[config.mk]
export PLATFORM = sky130hd
export DESIGN_NAME = f1_start_ctrl
export DESIGN_NICKNAME = d
export VERILOG_FILES = /design/src/rtl/f1_start_ctrl.sv
export SDC_FILE = /design/constraint.sdc
export NUM_CORES = 1
export LEC_CHECK = 0
export ABC_AREA = 0
export ABC_CLOCK_PERIOD_IN_PS = 5450
export CORE_MARGIN = 2
export CORE_UTILIZATION = 63
export DETAILED_ROUTE_END_ITERATION = 16
export GPL_ROUTABILITY_DRIVEN = 0
export GPL_TIMING_DRIVEN = 0
export MAX_ROUTING_LAYER = met4
export PLACE_DENSITY = 0.85
export SYNTH_ARGS = -nofsm -noshare
export SYNTH_HDL_FRONTEND = slang
export SYNTH_SLANG_ARGS = --single-unit
[constraint.sdc]
create_clock -name clk -period 5.45 [get_ports clk]
set_input_delay 1.09 -clock clk [delete_from_list [all_inputs] [get_ports clk]]
set_output_delay 1.09 -clock clk [all_outputs]
set_load 0.05 [all_outputs]
[src/rtl/f1_start_ctrl.sv]
// F1 race-start sequencer: lights 8 lamps, random hold, extinguish,
// then times the player's reaction; a false start aborts to all-off.
//
// Ports:
//   clk, rst      clock, synchronous active-high reset
//   trigger       start request (acted on only in IDLE)
//   react         player button (registered once before use)
//   fsm_en        single-cycle enable pulse to the light FSM
//   lights_out    pulse coincident with the extinguish fsm_en
//   busy          high in every state except IDLE
//   react_time    last measured reaction in ticks
//   react_valid   pulse when react_time updates
//   false_start   pulse on abort
module f1_start_ctrl #(
  parameter int          TICK_DIV  = 24,
  parameter logic [6:0]  LFSR_SEED = 7'h01,
  parameter int          MIN_DELAY = 0,
  parameter int          REACT_W   = 16
) (
  input  logic               clk,
  input  logic               rst,
  input  logic               trigger,
  input  logic               react,
  output logic               fsm_en,
  output logic               lights_out,
  output logic               busy,
  output logic [REACT_W-1:0] react_time,
  output logic               react_valid,
  output logic               false_start
);

  localparam int PW = $clog2(TICK_DIV);
  localparam int DW = $clog2(127 + MIN_DELAY + 1);

  typedef enum logic [2:0] {
    IDLE, LIGHTING, HOLD, TIMING, ABORT
  } state_t;

  state_t             state, state_n;
  logic [6:0]         lfsr;
  logic [PW-1:0]      presc, presc_n;
  logic [3:0]         light_cnt, light_cnt_n;
  logic [3:0]         abort_cnt, abort_cnt_n;
  logic [DW-1:0]      delay, delay_n;
  logic [DW-1:0]      delay_cnt, delay_cnt_n;
  logic [REACT_W-1:0] rcnt, rcnt_n;
  logic [REACT_W-1:0] react_time_n;
  logic               react_q;
  logic               valid_n;
  logic               tick;
  logic [3:0]         remain;

  assign tick = (presc == PW'(TICK_DIV - 1));
  assign busy = (state != IDLE);

  // Pulses still needed to walk the light FSM
  // round to S0: none if nothing lit yet.
  assign remain = (light_cnt == 4'd0) ? 4'd0
                : 4'd9 - light_cnt;

  always_comb begin
    state_n      = state;
    presc_n      = presc;
    light_cnt_n  = light_cnt;
    abort_cnt_n  = abort_cnt;
    delay_n      = delay;
    delay_cnt_n  = delay_cnt;
    rcnt_n       = rcnt;
    react_time_n = react_time;
    valid_n      = 1'b0;
    fsm_en       = 1'b0;
    lights_out   = 1'b0;
    false_start  = 1'b0;

    if (state == LIGHTING || state == HOLD ||
        state == TIMING) begin
      presc_n = tick ? '0 : presc + PW'(1);
    end

    unique case (state)
      IDLE: begin
        if (trigger) begin
          state_n     = LIGHTING;
          presc_n     = '0;
          light_cnt_n = 4'd0;
          delay_n     = DW'(lfsr) + DW'(MIN_DELAY);
        end
      end
      LIGHTING: begin
        if (react_q) begin
          false_start = 1'b1;
          abort_cnt_n = remain;
          state_n     = ABORT;
        end else if (tick) begin
          fsm_en      = 1'b1;
          light_cnt_n = light_cnt + 4'd1;
          if (light_cnt == 4'd7) begin
            state_n     = HOLD;
            delay_cnt_n = delay;
          end
        end
      end
      HOLD: begin
        if (react_q) begin
          false_start = 1'b1;
          abort_cnt_n = remain;
          state_n     = ABORT;
        end else if (tick) begin
          delay_cnt_n = delay_cnt - DW'(1);
          if (delay_cnt == DW'(1)) begin
            fsm_en     = 1'b1;
            lights_out = 1'b1;
            rcnt_n     = '0;
            state_n    = TIMING;
          end
        end
      end
      TIMING: begin
        if (react_q) begin
          react_time_n = rcnt;
          valid_n      = 1'b1;
          state_n      = IDLE;
        end else if (tick && rcnt != '1) begin
          rcnt_n = rcnt + REACT_W'(1);
        end
      end
      ABORT: begin
        if (abort_cnt == 4'd0) begin
          state_n = IDLE;
        end else begin
          fsm_en      = 1'b1;
          abort_cnt_n = abort_cnt - 4'd1;
          if (abort_cnt == 4'd1) state_n = IDLE;
        end
      end
      default: state_n = IDLE;
    endcase
  end

  always_ff @(posedge clk) begin
    if (rst) begin
      state       <= IDLE;
      lfsr        <= LFSR_SEED;
      presc       <= '0;
      light_cnt   <= '0;
      abort_cnt   <= '0;
      delay       <= '0;
      delay_cnt   <= '0;
      rcnt        <= '0;
      react_time  <= '0;
      react_valid <= 1'b0;
      react_q     <= 1'b0;
    end else begin
      state       <= state_n;
      lfsr        <= {lfsr[5:0], lfsr[6] ^ lfsr[5]};
      presc       <= presc_n;
      light_cnt   <= light_cnt_n;
      abort_cnt   <= abort_cnt_n;
      delay       <= delay_n;
      delay_cnt   <= delay_cnt_n;
      rcnt        <= rcnt_n;
      react_time  <= react_time_n;
      react_valid <= valid_n;
      react_q     <= react;
    end
  end

endmodule
==> results of run 1 <==
==> registers in the layout (all words and copies together), names as in the netlist <==
name and cells:
lfsr 7, react_time 16, delay_cnt 7, abort_cnt 4
presc 5, delay 7, light_cnt 4, state 3
rcnt 16, react_valid 1, react_q 1
==> power by group through the flow <==
stage          Combinational, mW  Clock (mW)  Sequential (mW)
3_3_place_gp              0.0815           0            0.542
6_report                  0.0859       0.388            0.530
5_1_grt                   0.0924       0.409            0.531
3_5_place_dp              0.0838           0            0.542
2_1_floorplan             0.0630           0            0.541
4_1_cts                   0.0842       0.391            0.530
==> critical path: stages (launching register included) <==
cell and delay (ns):
dfxtp_1 0.33, inv_1 0.09, ha_1 0.16, nor3b_1 0.35
nand3b_1 0.15, nor3_1 0.39, or3b_2 0.20, clkdlybuf4s50_1 0.79
==> metrics by stage <==
stage,instances,instance area [um2],utilization (%),setup slack [ns]
after floorplan,427,3416,-,1.796
after global placement,520,3734,72.18,1.963
after detailed placement,520,3734,72.18,1.945
after CTS,536,3918,75.74,1.549
after global routing,536,3918,75.74,1.371
final,536,3918,75.74,1.542
==> cells in the final DEF (no fill, tap or decap), types with 10 or more instances in the layout <==
| cell type | n |
|---|---|
| a211oi_1 | 10 |
| a21oi_1 | 52 |
| clkbuf_1 | 17 |
| clkbuf_8 | 11 |
| clkdlybuf4s50_1 | 23 |
| dfxtp_1 | 71 |
| ha_1 | 10 |
| inv_1 | 10 |
| nand2_1 | 69 |
| nand3_1 | 14 |
| nor2_1 | 33 |
| nor2b_1 | 10 |
| nor3_1 | 10 |
| o21ai_0 | 20 |
==> routing by layer <==
metal | up-vias | part of all wire, % | track usage [%]
li1 | 1578 | - | -
met1 | 1550 | 45 | 38.16
met2 | 132 | 47 | 45.86
met3 | 21 | 5.3 | 5.581
met4 | 0 | 2.9 | 13.39
met5 | - | 0 | -
==> final cells by class <==
type | count | area [um2]
clock buffers | 11 | 151.4
plain buffers | 24 | 113.9
fillers | 399 | 1255
flip-flops and latches | 71 | 1421
multi-input cells | 322 | 1843
well taps | 70 | 87.58
repair buffers | 23 | 230.2
inverters | 10 | 37.54
clock inverters | 5 | 32.53
==> worst paths after layout <==
kind	start	end	slack (ns)	cells past startpoint
min reg2reg	lfsr[1]	delay[1]	0.45	2
max reg2reg	presc[0]	delay_cnt[0]	3.20	7
min	lfsr[1]	delay[1]	0.45	2
max	delay_cnt[1]	fsm_en	1.54	7
==> cells by family after synthesis <==
logic type | count (synthesis) | synth area share (%)
multiplexers | 4 | 1.172
XOR/XNOR | 7 | 1.795
flip-flops | 71 | 41.61
buffers and inverters | 34 | 4.432
adder cells (fa/ha/maj) | 10 | 3.663
AO/OA/AOI/OAI | 112 | 19.78
AND/OR/NAND/NOR | 189 | 27.55
==> metrics.md, run 1 <==
| Metric | Value |
|---|---|
| Count leader, synth | `dfxtp_1` |
| H-tree levels | `3` |
| Final period util | `71.70%` |
| Max cap viols | `0` |
| Critical Path RT | `4.36 ns` |
| Syn_area_per_cell | `7.999 um2` |
| All-Layer GR Usage | `29.77%` |
| First-pass GRT wire length | `13.86 mm` |
| I/O pins | `25` |
| CTS tree | `yes` |
| Initial DRC count | `225` |
| CP Max Fanout | `3` |
| DR vias | `3,281` |
| Die area | `0.006027 mm2` |
| Ys Warns | `0` |
| Status | `finished, final reports clean` |
| Post-CTS setup buffer count | `0` |
| Ant diodes | `0` |
| Post-synthesis cell count | `427` |
| DRC errors left | `0` |
| First-pass iteration count of the detailed router | `5` |
| Synth Net Count | `441` |
| Worst ir drop on vdd | `0.2133 mV` |
| Ys async rst share | `0%` |
| Fmax | `255.9 MHz` |
| Setup violations, final | `0` |
| Layout Nets | `475` |
| Post-CTS Resized | `0` |
| Synth unique cells | `52` |
| Initial antenna violation count | `0` |
| Hold Crit Class | `reg -> reg` |
| RSZ-0062 raised after global routing | `false` |
| Reg clk slew, reported paths | `0.08 ns` |
| Synth Flop Type | `dfxtp_1` |
| Largest net degree at the start of global routing | `13` |
| Combinational group share of total power | `8.6%` |
| Max clock buf depth | `2` |
| Starting Density | `66.04%` |
| Crit. End Element | `output port` |
| Num CTS Buffers | `9` |
| Hold_ws | `0.4527 ns` |
| Core ar. | `0.005172 mm2` |
| Switching Fraction | `26.02%` |
| Flops & latches, synth | `71` |
| EDFF count, synth | `0` |
| Layout cells sized above 1 | `7.296%` |
| Worst Tran Pin Value | `0.7785 ns` |
| Antenna-violating nets left | `0` |
| Seq pwr share | `52.8%` |
| CP arrival | `2.82 ns` |
| Clock root buffer | `clkbuf_8` |
| WL/cell | `15.73 um` |
| Worst-Skew Late Latency | `0.35 ns` |
| Skew final | `0.007381 ns` |
| DP HPWL | `5.810 mm` |
| Power after layout | `1.004 mW` |
| Area delta synth->final | `14.69%` |
| LEAKAGE | `1.300 nW` |
| Tmin final | `3.908 ns` |
| Vias/cell | `6.121` |
| Final hold violations | `0` |
| Power per cell area | `256.3 mW/mm2` |
| Critical Path Source Type | `flop` |
| CP Class | `reg -> out` |
| Remaining Overflow, GRT | `0` |
| Top post-synthesis cells by area | `dfxtp_1, a21oi_1, nand2_1` |
| Clock power frac | `38.6%` |
| Die Span Y | `77.64 um` |
| Int Pwr | `0.7430 mW` |
| CTS Hold Bufs | `0` |
| Switching pwr | `0.2613 mW` |
| # rows | `26` |
| Yosys top cell by area | `dfxtp_1` |
| Slew headroom | `47.99%` |
| Synth top area share | `41.61%` |
| WL final | `8.433 mm` |
| Clock Sinks | `71` |
| Post-Syn Area | `0.003416 mm2` |
| Setup total negative slack | `0 ns` |
| Count of final max-slew check failures | `0` |
| Vias in the first global route | `2,942` |
| Sequential fraction of the synthesis area | `41.61%` |
| Input/output buffers | `23` |
| DIE WIDTH | `77.64 um` |
| Post-synth top cells | `dfxtp_1, nand2_1, a21oi_1` |
Note: power is estimated with default switching activity, not from simulation.
==> inputs of run 2 (changes only) <==
Settings changed: ABC_CLOCK_PERIOD_IN_PS 5450 to 3300, CORE_UTILIZATION 63 to 52, PLACE_DENSITY 0.85 to 0.75.
Clock period 5.45 ns to 3.3 ns, I/O delays scaled along.
==> run 2 against run 1 <==
Sequential power is 65% higher. Clock skew increased by 0.0031 ns. Die area is 20% higher. Core utilization decreased by 14 points. Non-clock buffer count did not move. Design area hardly changed. Sequential share of layout area barely moved. Setup slack got worse by 1.4 ns. Critical endpoint unchanged.
==> metrics.md, run 2 (synthesis gave the netlist of run 1 again) <==
| Metric | Value |
|---|---|
| Crit. End Element | `output port` |
| H-tree levels | `3 (unchanged)` |
| Power after layout | `1.672 mW (+67%)` |
| Layout Nets | `475 (unchanged)` |
| DIE WIDTH | `85.05 um (+9.6%)` |
| Largest regs | `rcnt x16, react_time x16` |
| DP HPWL | `5.697 mm (-2.0%)` |
| Largest net degree at the start of global routing | `12 (-1)` |
| Skew final | `0.01050 ns (+0.003121 ns)` |
| First-pass GRT wire length | `13.72 mm (-0.95%)` |
| Clock Sinks | `71 (unchanged)` |
| CP Max Fanout | `3 (unchanged)` |
| Clock root buffer | `clkbuf_8` |
| Core ar. | `0.006350 mm2 (+23%)` |
| Remaining Overflow, GRT | `0 (unchanged)` |
| Slew headroom | `45.29% (-2.7 points)` |
| Fmax | `312.6 MHz` |
| Global-route met2 utilization | `36.01% (-9.9 points)` |
| R2r worst-path depth | `6 (-1)` |
| LEAKAGE | `1.312 nW (+0.89%)` |
| Commonest non-fill, non-tap cell in the layout | `dfxtp_1` |
| Area delta synth->final | `14.73% (about the same)` |
| Antenna-violating nets left | `0 (unchanged)` |
| CP arrival | `2.54 ns (-0.28 ns)` |
| Tmin final | `3.199 ns` |
| RSZ-0062 raised after global routing | `false` |
| Met3 Use GR | `5.058% (-0.52 points)` |
| All-Layer GR Usage | `24.44% (-5.3 points)` |
| Final period util | `96.95%` |
| Critical Path RT | `2.64 ns (-1.72 ns)` |
| Status | `finished, final reports clean` |
| Reg clk slew, reported paths | `0.08 ns (about the same)` |
| Vias in the first global route | `2,907 (-1.2%)` |
| WL final | `7.998 mm (-5.2%)` |
| Busiest grt layer | `met2` |
| Hold Crit Class | `reg -> reg` |
| Setup total negative slack | `0 ns (unchanged)` |
| R2R Setup Slk | `1.10 ns (-2.10 ns)` |
| Input/output buffers | `23 (unchanged)` |
| CTS tree | `yes` |
| Initial antenna violation count | `0 (unchanged)` |
| Vias/cell | `5.756 (-6.0%)` |
| Starting Density | `53.79% (-12 points)` |
| Max cap viols | `0 (unchanged)` |
| WL/cell | `14.76 um (-6.2%)` |
| Initial DRC count | `236 (+4.9%)` |
| Worst Hold Path Cells | `2 (unchanged)` |
| # rows | `29 (+12%)` |
| Die Span Y | `85.05 um (+9.6%)` |
| Layout cells sized above 1 | `6.667% (-0.63 points)` |
| CTS Hold Bufs | `0 (unchanged)` |
| CP Class | `reg -> out` |
| DRC errors left | `0 (unchanged)` |
| Worst-Skew Late Latency | `0.35 ns (about the same)` |
| Die area | `0.007234 mm2 (+20%)` |
| Worst Tran Pin Value | `0.8189 ns (+0.04040 ns)` |
| I/O pins | `25 (unchanged)` |
| Grt met1 use | `33.21% (-4.9 points)` |
| DR vias | `3,120 (-4.9%)` |
| Count of final max-slew check failures | `0 (unchanged)` |
| Power per cell area | `426.7 mW/mm2 (+66%)` |
| Max clock buf depth | `2 (unchanged)` |
| Worst ir drop on vdd | `0.3622 mV (+70%)` |
| Setup violations, final | `0 (unchanged)` |
| Critical Path Source Type | `flop` |
| Post-CTS setup buffer count | `0 (unchanged)` |
| Most frequent cells in the layout | `dfxtp_1, nand2_1, a21oi_1` |
| First-pass iteration count of the detailed router | `5 (unchanged)` |
| Ant diodes | `0 (unchanged)` |
| Final hold violations | `0 (unchanged)` |
| Num CTS Buffers | `9 (unchanged)` |
==> run 2: cell count changes in the layout (fill, tap and decap cells not counted), sizes merged <==
| cell | before | now |
|---|---|---|
| clkdlybuf4s50 | 23 | 21 |
| dlygate4sd2 | 0 | 2 |
| bufinv | 0 | 1 |
| clkinvlp | 3 | 1 |
==> run 2: what timing repair did <==
item / in CTS / in global routing
endpoints found under the hold margin: 0 / 0
endpoints found under the setup margin: 2 / 0
gates resized for setup: 2 / 0
==> run 2: per-layer routing <==
| metal | wire, um | vias up |
|---|---|---|
| li1 | - | 1571 |
| met1 | 3835 | 1446 |
| met2 | 3597 | 93 |
| met3 | 451 | 10 |
| met4 | 114 | 0 |
| met5 | 0 | - |
==> run 2: layout make-up <==
cell class / instances / area, um2
fillers: 586 / 2431
multi-input cells: 322 / 1843
flip-flops and latches: 71 / 1421
repair buffers: 23 / 227.7
clock buffers: 11 / 131.4
plain buffers: 24 / 113.9
well taps: 77 / 96.34
clock inverters: 4 / 47.55
inverters: 10 / 37.54
==> run 2: power by group <==
group,switching [mW],internal (mW)
combinational,0.0907,0.0484
sequential,0.00820,0.868
clock,0.314,0.343
==> run 2: per-stage QoR <==
stage / setup WS [ns] / instance area (um2) / utilization, % / cells / hold slack (ns)
3_3_place_gp: 0.2369 / 3742 / 58.94 / 527 / 0.4432
2_1_floorplan: 0.07591 / 3416 / - / 427 / 0.4273
5_1_grt: 0.004486 / 3919 / 61.71 / 542 / 0.4732
6_report: 0.1007 / 3919 / 61.71 / 542 / 0.4574
4_1_cts: 0.1398 / 3919 / 61.71 / 542 / 0.4574
3_5_place_dp: 0.2414 / 3742 / 58.94 / 527 / 0.4470
==> run 2: worst max-delay path: stages (launching register included) <==
cell	delay (ns)
dfxtp_1	0.32
inv_1	0.07
ha_1	0.14
nor3b_1	0.39
nand3b_1	0.16
nor3_1	0.41
or3b_2	0.19
dlygate4sd2_1	0.52
==> run 2: worst paths after layout <==
kind / start / endpoint
worst max-delay path: delay_cnt[1] / fsm_en
worst min-delay path: react_time[9] / react_time[9]
worst max register to register: rcnt[0] / rcnt[12]
worst min register to register: react_time[9] / react_time[9]
==> inputs of run 3 (changes only) <==
Settings changed: ABC_CLOCK_PERIOD_IN_PS 3300 to unset, CTS_CLUSTER_SIZE set to 25.
==> results of run 3 <==
No change in the layout: final DEF, timing and power equal those of run 2.
